<file path="src/rtl/proc_run_ctrl.sv">
// -----------------------------------------------------------------------------
// proc_run_ctrl
// Run controller for the processor core. Holds the core in reset for a fixed
// number of cycles, then enables it for a bounded cycle budget. While the core
// runs, the block counts rising edges on its status flags. A run ends on abort,
// on a selected stop flag, or when the budget is used up. The results stay
// frozen in DONE until a new start.
//
// Ports
//   i_clk          system clock, rising edge
//   i_reset        asynchronous, active-high reset
//   i_start        begin a run from IDLE/DONE (level, sampled every edge)
//   i_abort        end the run (RUN) / cancel a pending one (IDLE, HOLD)
//   i_flags        core status flags [NFLAG-1:0], synchronous to i_clk
//   o_core_reset   reset to the core (1 in IDLE and HOLD)
//   o_core_en      core clock enable (1 in RUN only)
//   o_busy         1 in HOLD and RUN
//   o_done         sticky: run ended
//   o_timeout      sticky: run ended on the cycle budget
//   o_stop_flags   flags & STOP_MASK captured when a stop flag ended the run
//   o_cycle_count  RUN cycles completed (saturating)
//   o_flag_counts  per-flag rising-edge counters, flag i at [i*FCNT_W +: FCNT_W]
// -----------------------------------------------------------------------------
module proc_run_ctrl #(
   parameter int               CNT_W      = 16,
   parameter int               RST_CYCLES = 2,
   parameter int               MAX_CYCLES = 70,
   parameter int               NFLAG      = 1,
   parameter int               FCNT_W     = 8,
   parameter logic [NFLAG-1:0] STOP_MASK  = '0,
   parameter bit               AUTO_START = 1'b1
) (
   input  logic                    i_clk,
   input  logic                    i_reset,
   input  logic                    i_start,
   input  logic                    i_abort,
   input  logic [NFLAG-1:0]        i_flags,
   output logic                    o_core_reset,
   output logic                    o_core_en,
   output logic                    o_busy,
   output logic                    o_done,
   output logic                    o_timeout,
   output logic [NFLAG-1:0]        o_stop_flags,
   output logic [CNT_W-1:0]        o_cycle_count,
   output logic [NFLAG*FCNT_W-1:0] o_flag_counts
);

   localparam int               HOLD_W    = (RST_CYCLES < 2) ? 1 : $clog2(RST_CYCLES);
   localparam logic [HOLD_W-1:0] HOLD_LAST = HOLD_W'(RST_CYCLES - 1);
   localparam logic [CNT_W-1:0]  MAX_C     = CNT_W'(MAX_CYCLES);

   typedef enum logic [1:0] {
      S_IDLE = 2'd0,
      S_HOLD = 2'd1,
      S_RUN  = 2'd2,
      S_DONE = 2'd3
   } state_t;

   state_t                  r_state;
   state_t                  w_state_nxt;
   logic [HOLD_W-1:0]       r_hold_cnt;
   logic [CNT_W-1:0]        r_cycle_count;
   logic [NFLAG*FCNT_W-1:0] r_flag_counts;
   logic [NFLAG-1:0]        r_prev;
   logic                    r_done;
   logic                    r_timeout;
   logic [NFLAG-1:0]        r_stop_flags;

   logic [NFLAG-1:0]        w_rise;
   logic [NFLAG-1:0]        w_stop_sel;
   logic                    w_stop_hit;
   logic                    w_budget_hit;
   logic [CNT_W-1:0]        w_cnt_inc;

   assign w_rise     = i_flags & ~r_prev;
   assign w_stop_sel = i_flags & STOP_MASK;
   assign w_stop_hit = |w_stop_sel;
   assign w_cnt_inc  = r_cycle_count + CNT_W'(1);
   // A budget of 0 disables the timeout. An all-ones count wraps to 0 here, so it never matches.
   assign w_budget_hit = (MAX_CYCLES != 0) && (w_cnt_inc == MAX_C);

   // State register
   always_ff @(posedge i_clk or posedge i_reset) begin
      if (i_reset) begin
         r_state <= S_IDLE;
      end else begin
         r_state <= w_state_nxt;
      end
   end

   // Next-state logic; RUN exit priority is abort, then stop flag, then budget
   always_comb begin
      w_state_nxt = r_state;
      case (r_state)
         S_IDLE: begin
            if ((AUTO_START | i_start) & ~i_abort) w_state_nxt = S_HOLD;
            else                                   w_state_nxt = S_IDLE;
         end
         S_HOLD: begin
            if (i_abort)                        w_state_nxt = S_IDLE;
            else if (r_hold_cnt == HOLD_LAST)   w_state_nxt = S_RUN;
            else                                w_state_nxt = S_HOLD;
         end
         S_RUN: begin
            if (i_abort || w_stop_hit || w_budget_hit) w_state_nxt = S_DONE;
            else                                       w_state_nxt = S_RUN;
         end
         S_DONE: begin
            if (i_start & ~i_abort) w_state_nxt = S_HOLD;
            else                    w_state_nxt = S_DONE;
         end
         default: w_state_nxt = S_IDLE;
      endcase
   end

   // Hold timer, run counters, flag edge counters and sticky results
   always_ff @(posedge i_clk or posedge i_reset) begin
      if (i_reset) begin
         r_hold_cnt    <= '0;
         r_cycle_count <= '0;
         r_flag_counts <= '0;
         r_prev        <= '0;
         r_done        <= 1'b0;
         r_timeout     <= 1'b0;
         r_stop_flags  <= '0;
      end else begin
         case (r_state)
            S_IDLE, S_DONE: begin
               // Entering HOLD starts a fresh run: clear all results and the edge history
               if (w_state_nxt == S_HOLD) begin
                  r_hold_cnt    <= '0;
                  r_cycle_count <= '0;
                  r_flag_counts <= '0;
                  r_prev        <= '0;
                  r_done        <= 1'b0;
                  r_timeout     <= 1'b0;
                  r_stop_flags  <= '0;
               end
            end
            S_HOLD: begin
               r_hold_cnt <= r_hold_cnt + HOLD_W'(1);
            end
            S_RUN: begin
               if (!(&r_cycle_count)) r_cycle_count <= w_cnt_inc;
               for (int i = 0; i < NFLAG; i++) begin
                  if (w_rise[i] && !(&r_flag_counts[i*FCNT_W +: FCNT_W]))
                     r_flag_counts[i*FCNT_W +: FCNT_W] <=
                        r_flag_counts[i*FCNT_W +: FCNT_W] + FCNT_W'(1);
               end
               r_prev <= i_flags;
               if (i_abort) begin
                  r_done    <= 1'b1;
                  r_timeout <= 1'b0;
               end else if (w_stop_hit) begin
                  r_done       <= 1'b1;
                  r_stop_flags <= w_stop_sel;
               end else if (w_budget_hit) begin
                  r_done    <= 1'b1;
                  r_timeout <= 1'b1;
               end
            end
            default: begin
               r_hold_cnt <= '0;
            end
         endcase
      end
   end

   // The outputs decode registers only, so there is no path from the inputs to the outputs
   assign o_core_reset  = (r_state == S_IDLE) || (r_state == S_HOLD);
   assign o_core_en     = (r_state == S_RUN);
   assign o_busy        = (r_state == S_HOLD) || (r_state == S_RUN);
   assign o_done        = r_done;
   assign o_timeout     = r_timeout;
   assign o_stop_flags  = r_stop_flags;
   assign o_cycle_count = r_cycle_count;
   assign o_flag_counts = r_flag_counts;

endmodule

</file>
<file path="config.mk">
export PLATFORM = sky130hd
export DESIGN_NAME = proc_run_ctrl
export DESIGN_NICKNAME = d
export VERILOG_FILES = /design/src/rtl/proc_run_ctrl.sv
export SDC_FILE = /design/constraint.sdc
export NUM_CORES = 1
export LEC_CHECK = 0
export ABC_AREA = 1
export BUFFER_PORTS_ARGS = -buffer_cell sky130_fd_sc_hd__buf_2
export CAP_MARGIN = 5
export CORE_ASPECT_RATIO = 0.75
export CORE_MARGIN = 2
export CORE_UTILIZATION = 35
export DETAILED_ROUTE_END_ITERATION = 6
export HOLD_SLACK_MARGIN = 0.02
export SLEW_MARGIN = 0
export SYNTH_ARGS = -nofsm -noshare
export SYNTH_HDL_FRONTEND = slang
export SYNTH_SLANG_ARGS = --single-unit
</file>
<file path="constraint.sdc">
create_clock -name i_clk -period 3.35 [get_ports i_clk]
set_clock_uncertainty 0.2 [all_clocks]
set_input_delay 0.335 -clock i_clk [delete_from_list [all_inputs] [get_ports i_clk]]
set_output_delay 0.335 -clock i_clk [all_outputs]
set_load 0.005 [all_outputs]
</file>
== After elaboration in Yosys (flattened, before gate mapping) ==
Index checks and enable logic that the tools add are counted.

* Output and inout port bits: 30
* Input port bits: 5
* Register bits: 30
* Word-level logic and storage cells: 59

* Mux-type cells: 20
* Equal/unequal tests: 9
* Bitwise operators: 4
* Reduce and logical (&&, ||, !) cells: 16
* Add/sub/neg operators: 3

{| class="wikitable"
|+ Operators by type and width
! cell !! count
|-
| 2-to-1 mux 16 bit || 2
|-
| one-hot mux 16 bit (2 select lines) || 1
|-
| adder 16 x 1 -> 16 bit (second input constant) || 1
|-
| == test 16 x 7 -> 1 bit (second input constant) || 1
|-
| 2-to-1 mux 8 bit || 2
|-
| one-hot mux 8 bit (2 select lines) || 1
|-
| AND reduction 16 bit || 1
|-
| AND reduction 3 bit || 3
|-
| adder 8 x 1 -> 8 bit (second input constant) || 1
|-
| one-hot mux 1 bit (2 select lines) || 4
|-
| one-hot mux 2 bit (4 select lines) || 1
|-
| AND reduction 8 bit || 1
|-
| 2-to-1 mux 1 bit || 6
|-
| 2-to-1 mux 2 bit || 3
|-
| == test 2 x 1 -> 1 bit (second input constant) || 2
|-
| == test 2 bit (second input constant) || 2
|-
| inequality test 2 bit (second input constant) || 2
|-
| AND reduction 2 bit || 2
|-
| nonzero test 2 bit || 2
|-
| logical OR 1 bit || 3
|-
| inequality test 3 x 2 -> 1 bit (second input constant) || 1
|-
| AND 1 bit || 2
|-
| zero test 2 bit || 1
|-
| inequality test 2 x 1 -> 1 bit (second input constant) || 1
|-
| other kinds (5) || 6
|}

== Depth between registers and ports, before layout ==
* Depth after elaboration: 8
* Gate-level depth with buffers: 22
* Gate-level depth less buffers: 21

== Worst setup path after synthesis ==
Ideal clock, no wire load.

* Path kind: register -> register
* Start: register r_cycle_count[0] (netlist: o_cycle_count[0])
* End: register r_flag_counts[0] (netlist: o_flag_counts[0])
* Path buffers: 1
* Clock period less this slack: 2399 ps
* Data required time: 3033 ps
* Stages on the path, launching flop included: 20
* Library setup time: 117 ps
* Path slack: 951 ps
* Arrival: 2082 ps
* Cells stage by stage: dfrtp_1 -> ha_1 -> nand2_2 -> nor2_4 -> nand3_1 -> nand2_1 -> nand2_1 -> nor3_2 -> nand2_1 -> nand2_1 -> nand2_1 -> nand2_1 -> nand2_1 -> nand2_2 -> nand2_2 -> nand2_4 -> buf_6 -> nand2_8 -> nand2_2 -> nand2_1

* Cells in the longest elaborated chain, start to end: 8

{| class="wikitable"
|+ RTL lines
! what !! RTL line !! source
|-
| start: declaration || 62 || <nowiki>logic [CNT_W-1:0] r_cycle_count;</nowiki>
|-
| start signal: assignment || 144 || <nowiki>if (!(&r_cycle_count)) r_cycle_count <= w_cnt_inc;</nowiki>
|-
| adder 16 x 1 -> 16 bit || 78 || <nowiki>assign w_cnt_inc = r_cycle_count + CNT_W'(1);</nowiki>
|-
| == test 16 x 7 -> 1 bit || 80 || <nowiki>assign w_budget_hit = (MAX_CYCLES != 0) && (w_cnt_inc == MAX_C);</nowiki>
|-
| logical OR 1 bit || 105 || <nowiki>if (i_abort || w_stop_hit || w_budget_hit) w_state_nxt = S_DONE;</nowiki>
|-
| 2-to-1 mux 1 bit || 105 ||
|-
| one-hot mux 2 bit (4 select lines) || 94 || <nowiki>case (r_state)</nowiki>
|-
| via w_state_nxt[0] || 60 || <nowiki>state_t w_state_nxt;</nowiki>
|-
| == test 2 x 1 -> 1 bit || 130 || <nowiki>if (w_state_nxt == S_HOLD) begin</nowiki>
|-
| inequality test 2 bit (no source line) || - ||
|-
| AND reduction 3 bit (no source line) || - ||
|-
| end signal: indexed assignment || 147 || <nowiki>r_flag_counts[i*FCNT_W +: FCNT_W] <=</nowiki>
|-
| end: declaration || 63 || <nowiki>logic [NFLAG*FCNT_W-1:0] r_flag_counts;</nowiki>
|}

The timed path passes the listed nets, and every way through them passes these cells.
A chain may end at the register's enable or synchronous reset.

== Worst setup path after layout ==
* Start: register r_cycle_count[0] (netlist: o_cycle_count[0])
* End: register r_flag_counts[4] (netlist: o_flag_counts[4])

Same word-level chain as after synthesis.

==> impl_metrics.yaml <==
logic_synthesis:
  synthMuxAreaShare: 0
  synthAdderAreaFrac: 0.0406
  synth_top_cell_by_area: "dfrtp_1"
  synth_top_cell_area_share: 0.348
  synth-seq-cells: 30
  synth_xor_xnor_area_share: 0.00406
  ys_warn_count: 0
  syn_inst: 320
  yosysSeqAreaShare: 0.348
  synth_top_family_by_area: "simple AND/OR/NAND/NOR gates"
  yosys.cell_count.top_type: "nand2_1"
  synthSimpleGateAreaFrac: 0.467
  synth_edf_count: 0
  async_reset_ff_frac: 1.00
  yosys-top-cells-count: "nand2_1 (110), nand3_1 (44), dfrtp_1 (30), inv_1 (30), nor2_1 (30)"
  synthFlopType: "dfrtp_1"
  yosysUniqueCellTypes: 30
  synthesis.area_um2: 2160
  syn_avg_cell_area_um2: 6.74
  synth_compound_area_frac: 0.0545
  ys_top_cells_by_area: "dfrtp_1 (35%), nand2_1 (19%), nand3_1 (10%)"
  synth_fp_nets: 332
drt:
  vias_per_cell: 4.89
  drt_wl_total_mm: 5.45
  detail_route.wl_per_cell_um: 12.5
  via_count: 2126
  first_pass_iters: 4
  drc: 0
  ant_nets: 0
  drt-initial-drc-count: 189
grt:
  grt.busiest_layer: "met1"
  track_usage: 0.167
  gr-total-overflow: 0
  antenna_found_initial: 0
  first_global_vias: 1821
  grtUsageMet2: 0.232
  use_met3: 0.0436
  grt_pass1_wl_mm: 9.00
  grt_use_met1: 0.261
  grt_max_degree: 22
sta:
  tightestPinTransition_ps: 634
  period_needed_ps: 2880
  rsz0062_at_grt: "false"
  fin_crit_sh: 0.858
  max-slew-margin-rel: 0.577
  tns_ps: 0
  maxSlewViolCount: 0
  setup_viol: 0
  finalHoldViolations: 0
  max_freq_mhz: 348
clock_tree:
  clkLatencyLatePin_ps: 290
  cts_tree: "done"
  cts-htree-levels: 2
  cts_root_buf: "clkbuf_8"
  postCtsSetupBuffers: 0
  cts_buffers: 5
  cts.sinks: 30
  clk_pin_slew_ps: 70
  clock_path_buffers: 2
worst_setup_path:
  r2r_end: "o_flag_counts[4]"
  worstRegToRegCells: 20
  worst_ep_required_time_ps: 3370
  cp_data_arrival_time_ps: 2900
  crit_type: "reg -> reg"
  critPathCaptureType: "flip-flop"
  r2r_start: "o_cycle_count[0]"
  regToRegSetupSlack_ps: 470
  crit_fanout: 20
  cp-start-kind: "flip-flop"
hold_path:
  min_from: "i_flags"
  worstHoldPathType: "in -> reg"
  hold_end: "r_prev"
  worstHoldPathCells: 3
final_layout:
  drive_gt1_frac: 0.188
  antennaDiodeCount: 0
  final_nets: 368
  n_fill_cell: 665
  syn_to_final_growth_pct: 15.4
placement:
  post-dp-hpwl_mm: 3.96
  portBuffers: 33
  gp_congestion: 0.881
floorplan:
  die_y_um: 72.0
  coreArea_um2: 5890
  dieArea_um2: 6810
  start_util: 0.366
  pin_count: 35
  num_rows: 24
  die_w_um: 94.7
power:
  vdd_ir_drop_max_mv: 0.170
  p_per_area_nw_per_um2: 420
  power_mw: 1.04
  leakagePower_nw: 1.30
run:
  cap_viol_max_count: 0
run_status:
  outcome: "finished, final reports clean"
-- flip-flops by register name (all words and copies together), names as in the netlist --
signal         cells
r_hold_cnt         1
o_cycle_count     16
o_done             1
r_prev             1
o_timeout          1
r_state            2
o_flag_counts      8
-- routing by layer --
| metal | part of all wire | up-vias | wire length, µm |
|---|---|---|---|
| met5 | 0 | - | 0 |
| met2 | 0.41 | 88 | 2250 |
| met3 | 0.079 | 4 | 431 |
| li1 | - | 1088 | - |
| met1 | 0.50 | 946 | 2740 |
| met4 | 0.0042 | 0 | 23 |
-- critical path, stage by stage (launching register included) --
cell and delay, ps:
dfrtp_1 470, ha_1 250, nand3_1 140, nor2_1 150
nand2_1 80, nand2_1 70, nand2_1 70, nor2_1 100
nand2_1 60, nor2_1 80, nand2_1 80, nand2_1 60
nand2_1 50, nand2_1 70, nand2_1 50, nand2_2 80
nand2_2 60, nand2_4 230, buf_4 250, nand3_1 100
nand2_1 100
-- how the worst max path moves through the flow --
stage | slack [ps] | from | endpoint | cells past startpoint
final | 470 | o_cycle_count[0] | o_flag_counts[4] | 20
after global routing | 150 | o_cycle_count[0] | o_flag_counts[4] | 18
after CTS | 500 | o_cycle_count[0] | o_flag_counts[4] | 20
after detailed placement | 520 | o_cycle_count[0] | o_flag_counts[4] | 20
after global placement | 560 | o_cycle_count[0] | o_cycle_count[5] | 20
after floorplan | 950 | o_cycle_count[0] | o_flag_counts[0] | 19
-- cell type report --
type                       instances  area (µm²)  share of cell area
tap                               78        97.6              0.0392
clock buffer                       7        86.3              0.0347
sequential                        30         751               0.302
multi-input combinational        249        1220               0.492
inverter                          32         120              0.0482
clock inverter                     1        5.00             0.00201
timing repair buffer              38         205              0.0824
-- cell usage in the layout, fill, tap and decap left out, types with 2 or more instances in the layout --
cell type and count:
buf_4 4, nand2_4 2, nand3_1 44, o21bai_1 2
nand4_1 7, clkbuf_8 6, a21oi_1 13, nand2_1 110
nand2_2 12, nor2_1 30, ha_1 7, and3_1 3
inv_1 30, nor3_1 4, buf_2 33, o21ai_0 2
dfrtp_1 30, nor2_4 4
-- power breakdown --
| part | internal [mW] | switching (mW) |
|---|---|---|
| clock network | 0.166 | 0.149 |
| registers | 0.379 | 0.0156 |
| logic | 0.0884 | 0.246 |
-- cells by family after synthesis --
kind of cell / Yosys count
and+or+nand+nor: 219
buffers and inverters: 41
DFF: 30
AOI/OAI and AO/OA: 21
adders and majority gates: 7
xor gates and xnor gates: 1
other: 1
-- per-stage QoR --
stage               hold WS (ps)   util  cells  setup WS (ps)  cell area [µm²]
detailed placement           264  0.406    426            523             2390
floorplan                    226      -    320            951             2160
finish                       108  0.423    435            475             2490
global placement             250  0.406    426            561             2390
CTS                         94.1  0.423    435            498             2490
global route                 112  0.423    435            152             2490
-- timing repair --
item | CTS | global route
hold buffers | 1 | 0
endpoints found under the hold margin | 15 | 0
resized for setup | 0 | 0
(Power assumes the default switching activity.)
